[config.mk]
export PLATFORM = sky130hd
export DESIGN_NAME = palette_arbiter
export DESIGN_NICKNAME = d
export VERILOG_FILES = /design/src/rtl/palette_arbiter.sv
export SDC_FILE = /design/constraint.sdc
export NUM_CORES = 1
export LEC_CHECK = 0
export CAP_MARGIN = 20
export CORE_MARGIN = 1
export CORE_UTILIZATION = 35
export CTS_BUF_LIST = sky130_fd_sc_hd__clkbuf_16
export DETAILED_ROUTE_END_ITERATION = 8
export GPL_TIMING_DRIVEN = 0
export PLACE_DENSITY = 0.67
export SLEW_MARGIN = 5
export SYNTH_ARGS = -nofsm -noshare
export SYNTH_HDL_FRONTEND = slang
export SYNTH_SLANG_ARGS = --single-unit
[constraint.sdc]
create_clock -name Clk -period 4 [get_ports Clk]
set_clock_uncertainty 0.1 [all_clocks]
set_input_delay 0.6 -clock Clk [delete_from_list [all_inputs] [get_ports Clk]]
set_output_delay 0.6 -clock Clk [all_outputs]
set_load 0.02 [all_outputs]
[src/rtl/palette_arbiter.sv]
// -----------------------------------------------------------------------------
// palette_arbiter
//
// Shares one 16-entry RGB444 palette between NUM_REQ pixel sources. Each cycle
// at most one pending colour-index request is granted (round-robin, starting
// at the requester after the last one served). The looked-up colour is
// returned one cycle later in a registered output stage tagged with the
// requester ID.
//
// Optional feature macro: PALETTE_WRITE_EN
//   defined   : wr_en/wr_addr/wr_rgb ports exist; palette is 16x12 registers
//               that return to their power-up colours on reset.
//   undefined : palette is a constant table (logic/ROM), unaffected by reset.
//
// Ports:
//   Clk        in   rising-edge clock
//   Reset_n    in   asynchronous active-low reset
//   req        in   [NUM_REQ]    request per requester, held until acked
//   req_index  in   [NUM_REQ*4]  colour index, requester i at [4i+3:4i]
//   ack        out  [NUM_REQ]    one-hot accept strobe (combinational)
//   out_valid  out  output stage holds a result
//   out_ready  in   downstream consumes the result
//   out_red/out_green/out_blue  out [4] looked-up colour
//   out_id     out  [ID_W]       requester that produced the result
//   wr_en/wr_addr/wr_rgb  in     palette write port (PALETTE_WRITE_EN only)
// -----------------------------------------------------------------------------
module palette_arbiter #(
  parameter int NUM_REQ = 4,
  parameter int ID_W    = 2
) (
  input  logic                 Clk,
  input  logic                 Reset_n,
  input  logic [NUM_REQ-1:0]   req,
  input  logic [NUM_REQ*4-1:0] req_index,
  output logic [NUM_REQ-1:0]   ack,
  output logic                 out_valid,
  input  logic                 out_ready,
  output logic [3:0]           out_red,
  output logic [3:0]           out_green,
  output logic [3:0]           out_blue,
  output logic [ID_W-1:0]      out_id
`ifdef PALETTE_WRITE_EN
  ,
  input  logic                 wr_en,
  input  logic [3:0]           wr_addr,
  input  logic [11:0]          wr_rgb
`endif
);

  typedef enum logic {
    ST_IDLE = 1'b0,
    ST_FULL = 1'b1
  } state_t;

  // Power-up palette colours, {R,G,B}.
  function automatic logic [11:0] palette_reset_value(input logic [3:0] idx);
    case (idx)
      4'd0:    return 12'h9AA;
      4'd1:    return 12'h232;
      4'd2:    return 12'h777;
      4'd3:    return 12'hDDE;
      4'd4:    return 12'h563;
      4'd5:    return 12'h8A7;
      4'd6:    return 12'hDD9;
      4'd7:    return 12'h888;
      4'd8:    return 12'h443;
      4'd9:    return 12'h685;
      4'd10:   return 12'h665;
      4'd11:   return 12'h111;
      4'd12:   return 12'hBCD;
      4'd13:   return 12'hAB8;
      4'd14:   return 12'h8A3;
      4'd15:   return 12'h352;
      default: return 12'h000;
    endcase
  endfunction

  state_t            state_q;
  state_t            state_d;
  logic [ID_W-1:0]   ptr_q;
  logic [ID_W-1:0]   ptr_d;
  logic [11:0]       out_rgb_q;
  logic [11:0]       out_rgb_d;
  logic [ID_W-1:0]   out_id_q;
  logic [ID_W-1:0]   out_id_d;

  logic              grant_ok;
  logic              grant_vld;
  logic [ID_W-1:0]   grant_id;
  logic [ID_W-1:0]   cand;
  logic [3:0]        sel_index;
  logic [11:0]       lookup_rgb;

`ifdef PALETTE_WRITE_EN
  logic [11:0]       pal_q [16];
  logic [11:0]       pal_d [16];

  // Palette write path: a write lands at the edge whether or not the output is stalled.
  always_comb begin
    for (int e = 0; e < 16; e++) begin
      pal_d[e] = pal_q[e];
    end
    if (wr_en) begin
      pal_d[wr_addr] = wr_rgb;
    end else begin
      pal_d[wr_addr] = pal_q[wr_addr];
    end
  end

  // Palette storage; reset restores the power-up colours.
  always_ff @(posedge Clk or negedge Reset_n) begin
    if (!Reset_n) begin
      for (int e = 0; e < 16; e++) begin
        pal_q[e] <= palette_reset_value(4'(e));
      end
    end else begin
      for (int e = 0; e < 16; e++) begin
        pal_q[e] <= pal_d[e];
      end
    end
  end
`endif

  // Round-robin search from ptr; ack is suppressed while the output cannot load or in reset.
  always_comb begin
    grant_ok  = Reset_n && ((state_q == ST_IDLE) || out_ready);
    grant_vld = 1'b0;
    grant_id  = {ID_W{1'b0}};
    cand      = {ID_W{1'b0}};
    for (int k = 0; k < NUM_REQ; k++) begin
      cand = ID_W'((int'(ptr_q) + k) % NUM_REQ);
      if (!grant_vld && req[cand]) begin
        grant_vld = 1'b1;
        grant_id  = cand;
      end else begin
        grant_vld = grant_vld;
      end
    end
    if (!grant_ok) begin
      grant_vld = 1'b0;
    end else begin
      grant_vld = grant_vld;
    end
  end

  // Ack decode, palette lookup of the winner's index, and pointer advance.
  always_comb begin
    sel_index = req_index[{grant_id, 2'b00} +: 4];
`ifdef PALETTE_WRITE_EN
    // Reads the registered palette, so a same-cycle write is not yet visible.
    lookup_rgb = pal_q[sel_index];
`else
    lookup_rgb = palette_reset_value(sel_index);
`endif
    if (grant_vld) begin
      ack = {{(NUM_REQ-1){1'b0}}, 1'b1} << grant_id;
      if (grant_id == ID_W'(NUM_REQ - 1)) begin
        ptr_d = {ID_W{1'b0}};
      end else begin
        ptr_d = grant_id + {{(ID_W-1){1'b0}}, 1'b1};
      end
      out_rgb_d = lookup_rgb;
      out_id_d  = grant_id;
    end else begin
      ack       = {NUM_REQ{1'b0}};
      ptr_d     = ptr_q;
      out_rgb_d = out_rgb_q;
      out_id_d  = out_id_q;
    end
  end

  // Output-stage FSM next state: a grant always fills; ready without a grant drains.
  always_comb begin
    case (state_q)
      ST_IDLE: begin
        if (grant_vld) begin
          state_d = ST_FULL;
        end else begin
          state_d = ST_IDLE;
        end
      end
      ST_FULL: begin
        if (grant_vld) begin
          state_d = ST_FULL;
        end else if (out_ready) begin
          state_d = ST_IDLE;
        end else begin
          state_d = ST_FULL;
        end
      end
      default: state_d = ST_IDLE;
    endcase
  end

  // Output-stage FSM outputs, decoded from the state register only.
  always_comb begin
    case (state_q)
      ST_FULL: out_valid = 1'b1;
      ST_IDLE: out_valid = 1'b0;
      default: out_valid = 1'b0;
    endcase
  end

  // State, pointer and result registers.
  always_ff @(posedge Clk or negedge Reset_n) begin
    if (!Reset_n) begin
      state_q   <= ST_IDLE;
      ptr_q     <= {ID_W{1'b0}};
      out_rgb_q <= 12'h000;
      out_id_q  <= {ID_W{1'b0}};
    end else begin
      state_q   <= state_d;
      ptr_q     <= ptr_d;
      out_rgb_q <= out_rgb_d;
      out_id_q  <= out_id_d;
    end
  end

  assign out_red   = out_rgb_q[11:8];
  assign out_green = out_rgb_q[7:4];
  assign out_blue  = out_rgb_q[3:0];
  assign out_id    = out_id_q;

endmodule

==> results.md <==
Outcome:
- The flow ran to the end, and the final reports show no timing, DRC or antenna violations.

Global route:
- After global routing the overflow that remains totals 0.
- The number of antenna violations at the first check in global routing is 0.
- The largest net degree at the start of global routing is 19.
- The number of global-route vias before repair is 1287.
- The first global-routing pass estimated 5727 um of wire.
- The overall fraction of global-route tracks in use is 18.07%.

Final layout:
- Across the whole layout, storage elements account for 425.4 um2.
- The number of antenna diodes is 0.
- Summing all multi-input logic gate instances after layout gives 840.8 um2.
- The final net count is 222.
- The layout-stage area growth over the synthesis result is 41.31%.
- Measured on the finished design, the core utilization comes to 51.44%.
- In the final layout, the share of cells above drive strength 1 is 9.677%.
- The top cell types in the final layout, fill and taps aside, are sky130_fd_sc_hd__clkdlybuf4s50_1, sky130_fd_sc_hd__nand2_1, sky130_fd_sc_hd__dfrtp_1.
- The filler cell count in the final layout is 341.
- The most frequent standard cell in the layout excluding fill and tap cells is sky130_fd_sc_hd__clkdlybuf4s50_1.

Setup path:
- The data arrival time at the worst-slack endpoint is 3.03 ns.
- STA classifies the critical path startpoint as an input port.
- Data on the critical path is required at its endpoint by 3.30 ns.
- In this run the register-to-register setup slack is 0.86 ns.
- The endpoint type of the worst setup path is an output pin.
- The slowest stage of the critical path is the sky130_fd_sc_hd__o41ai_1 cell.
- The highest cell delay on the worst timing path is 0.54 ns.
- In this run the worst path has a maximum fanout of 10.
- The critical path in this run is classified as input port to output pin.
- Traced cell by cell, the critical path runs through clkdlybuf4s50_1 > o41ai_1 > nor2b_1 > clkbuf_1 > clkbuf_1 > and2_1 > clkdlybuf4s50_1.

Logic synthesis:
- The synthesized netlist devotes 22.16% of its cell area to compound gates.
- Summing the areas of all fa, ha and maj instances in the mapped netlist gives 11.27% of the synthesized area.
- The post-synthesis xor/xnor area fraction is 0.6573%.
- The mapped netlist covers 1333 um2.
- The number of library cell types mapped by synthesis is 37.
- Summing the areas of all and, or, nand and nor instances in the mapped netlist gives 14.93% of the synthesized area.
- Counting every net in the synthesized netlist gives 176.
- Synthesis produced a netlist whose cell count is 141.
- The share of synthesized area occupied by flip-flops and latches is 31.92%.
- Averaged over all synthesized cells, the footprint is 9.451 um2.
- In this run, synthesis produced a sequential element count of 17.
- For this run, the number of Yosys warnings is 0.
- Of the post-synthesis cell area, the part taken by muxes is 14.08%.
- The main combinational cell family by area after synthesis is compound AO/OA/AOI/OAI gates.

Timing:
- Static timing analysis puts the maximum clock frequency at 267.9 MHz.
- Setup repair after global routing left no endpoint under its margin.
- The max-slew headroom at the worst pin is 54.76%.
- The count of final hold-check violations came to 0.
- The max-slew violation total from the final report is 0.
- After layout, the minimum clock period comes to 3.732 ns.
- The actual slew at the worst max-slew pin is 0.6597 ns.
- The final number of setup-violating endpoints is 0.
- The share of the cycle needed by the critical path after routing is 93.31%.
- The final total negative setup slack is 0 ns.

Drt:
- The number of antenna-violating nets in the routed design is 0.
- The post-route DRC violation count is 0.
- For this block, the routed nets add up to 3381 um of wire.
- The via count normalized by instance count is 5.103.
- The number of optimization iterations in the first detailed-route pass is 4.
- The number of DRC markers in iteration 0 is 20.
- In the final routed layout, each cell accounts on average for 14.45 um.
- The via total after detailed routing is 1194.

CTS:
- The H-tree depth is 1.
- The tree built by TritonCTS fans out to 17 sinks.
- TritonCTS built the clock tree.
- The clock transition at the registers of the reported paths is 0.05 ns.
- The maximum buffer depth of the clock tree is 2.
- The clock latency on the worst-skew pair is 0.25 ns.
- The root buffer cell is sky130_fd_sc_hd__clkbuf_16.
- The post-CTS setup buffer count is 0.
- The number of buffers added by the clock tree synthesis step is 3.

Min path:
- The kind of path behind the tightest hold check is input port to async pin.

Placement:
- Routability-driven placement finished with a final weighted congestion of 0.8477.
- The wire-length estimate of the detail-placed layout is 2482 um.
- Buffers placed on the I/O ports in this run total 41.

Floorplanning:
- The horizontal die dimension is 63.70 um.
- The die covers 4058 um2.
- The number of rows in the core area is 22.
- For this configuration, the core starts out at a cell density of 36.40%.
- In this run the standard cell core region covers 3661 um2.
- The die height is 63.70 um.
- The total I/O pin count is 42.

Pwr:
- The largest voltage drop on the vdd net is 391.1 uV.
- In this run the power density over the cells is 696.3 nW/um2.
- The leakage power is 0.0008153 uW.

Run:
- The max-capacitance violation count is 0.
## worst max-delay path: cells and delay by family
| kind | cells | cell delay [ns] |
|---|---|---|
| simple gates | 2 | 0.33 |
| buf+inv | 4 | 1.57 |
| compound gates | 1 | 0.54 |
## cells in the mapped netlist
cell	count	share of area [%]
sky130_fd_sc_hd__nand3_1	4	1.5
sky130_fd_sc_hd__a2111oi_2	2	2.3
sky130_fd_sc_hd__a2bb2oi_2	2	2.3
sky130_fd_sc_hd__o21a_1	3	1.7
sky130_fd_sc_hd__and2_1	4	1.9
sky130_fd_sc_hd__mux2i_1	15	11
sky130_fd_sc_hd__mux2_2	2	1.7
sky130_fd_sc_hd__o221ai_1	1	0.66
sky130_fd_sc_hd__o22a_1	1	0.66
sky130_fd_sc_hd__nor3b_1	1	0.56
sky130_fd_sc_hd__a21oi_2	1	0.66
sky130_fd_sc_hd__buf_2	2	0.75
sky130_fd_sc_hd__nor2_1	4	1.1
sky130_fd_sc_hd__nor2b_1	1	0.47
sky130_fd_sc_hd__inv_1	5	1.4
sky130_fd_sc_hd__nand2_1	21	5.9
sky130_fd_sc_hd__o21ai_0	8	3.0
sky130_fd_sc_hd__a21oi_1	7	2.6
sky130_fd_sc_hd__a221o_1	2	1.5
sky130_fd_sc_hd__or2_4	1	0.66
sky130_fd_sc_hd__xnor2_1	1	0.66
sky130_fd_sc_hd__nor3_1	1	0.38
sky130_fd_sc_hd__dfrtp_1	17	32
sky130_fd_sc_hd__o31ai_1	2	1.1
sky130_fd_sc_hd__a31oi_1	1	0.47
sky130_fd_sc_hd__a211oi_2	1	0.94
sky130_fd_sc_hd__clkbuf_1	4	1.1
sky130_fd_sc_hd__nand2b_1	4	1.9
sky130_fd_sc_hd__o41ai_1	1	0.66
sky130_fd_sc_hd__o211a_1	1	0.75
sky130_fd_sc_hd__mux2_4	1	1.1
sky130_fd_sc_hd__ha_1	12	11
sky130_fd_sc_hd__o2111ai_1	2	1.3
sky130_fd_sc_hd__a211o_1	1	0.66
sky130_fd_sc_hd__nand3b_1	1	0.56
sky130_fd_sc_hd__buf_6	2	1.7
sky130_fd_sc_hd__o22ai_1	2	0.94
## path summary, 6_finish.rpt
kind	from	to	cells after the start
min in group Clk	out_rgb_q[3]	out_rgb_q[3]	1
max	req[2]	ack[0]	7
min	Reset_n	out_rgb_q[9]	1
max reg2reg	ptr_q[1]	out_rgb_q[8]	11
max in group asynchronous	Reset_n	ptr_q[1]	1
min reg2reg	out_rgb_q[3]	out_rgb_q[3]	1
## power by group
part | switching (uW) | total (uW) | internal (uW)
clock network | 69.4 | 202 | 133
logic | 441 | 813 | 372
registers | 47.7 | 296 | 248
## state kept, by name (all words and copies together), names as in the netlist
name and count:
state_q 1, out_id 2, out_rgb_q 12, ptr_q 2
## repair_timing
item | CTS | global route
hold buffers | 0 | 0
setup endpoints to repair | 3 | 0
resized for setup | 3 | 0
## kinds of logic after synthesis
kind of cell / count (synthesis)
muxes: 18
AOI/OAI and AO/OA: 38
buffers and inverters: 13
and+or+nand+nor: 42
DFF: 17
adders and majority gates: 12
xor gates and xnor gates: 1
## layout make-up
| type | count | share of cell area [%] |
|---|---|---|
| buffer | 8 | 2.525 |
| sequential | 17 | 22.59 |
| timing repair buffer | 41 | 21.86 |
| inverter | 5 | 0.9967 |
| tap | 48 | 3.189 |
| clock inverter | 1 | 0.1993 |
| multi-input combinational | 111 | 44.65 |
| clock buffer | 3 | 3.987 |
## per-stage QoR
stage	hold slack, ns	instances	cell area, um2	setup slack [ns]	total power (uW)
after global placement	0.3722	230	1803	-0.3406	1089
after detailed placement	0.3779	230	1803	-0.4177	1107
after global routing	0.3330	234	1883	0.03008	1409
final	0.2819	234	1883	0.2677	1311
after floorplan	0.2044	141	1333	1.191	830.6
after CTS	0.3059	234	1883	0.2031	1318
## per-layer routing
layer | share of wire [%] | GRT usage, % | wire [um]
met5 | 0 | 0 | 0
met4 | 1.7 | 7.670 | 57
met3 | 3.1 | 1.993 | 106
met2 | 48 | 32.18 | 1616
met1 | 47 | 21.67 | 1601
No activity file was read; power rests on OpenSTA's default activity.
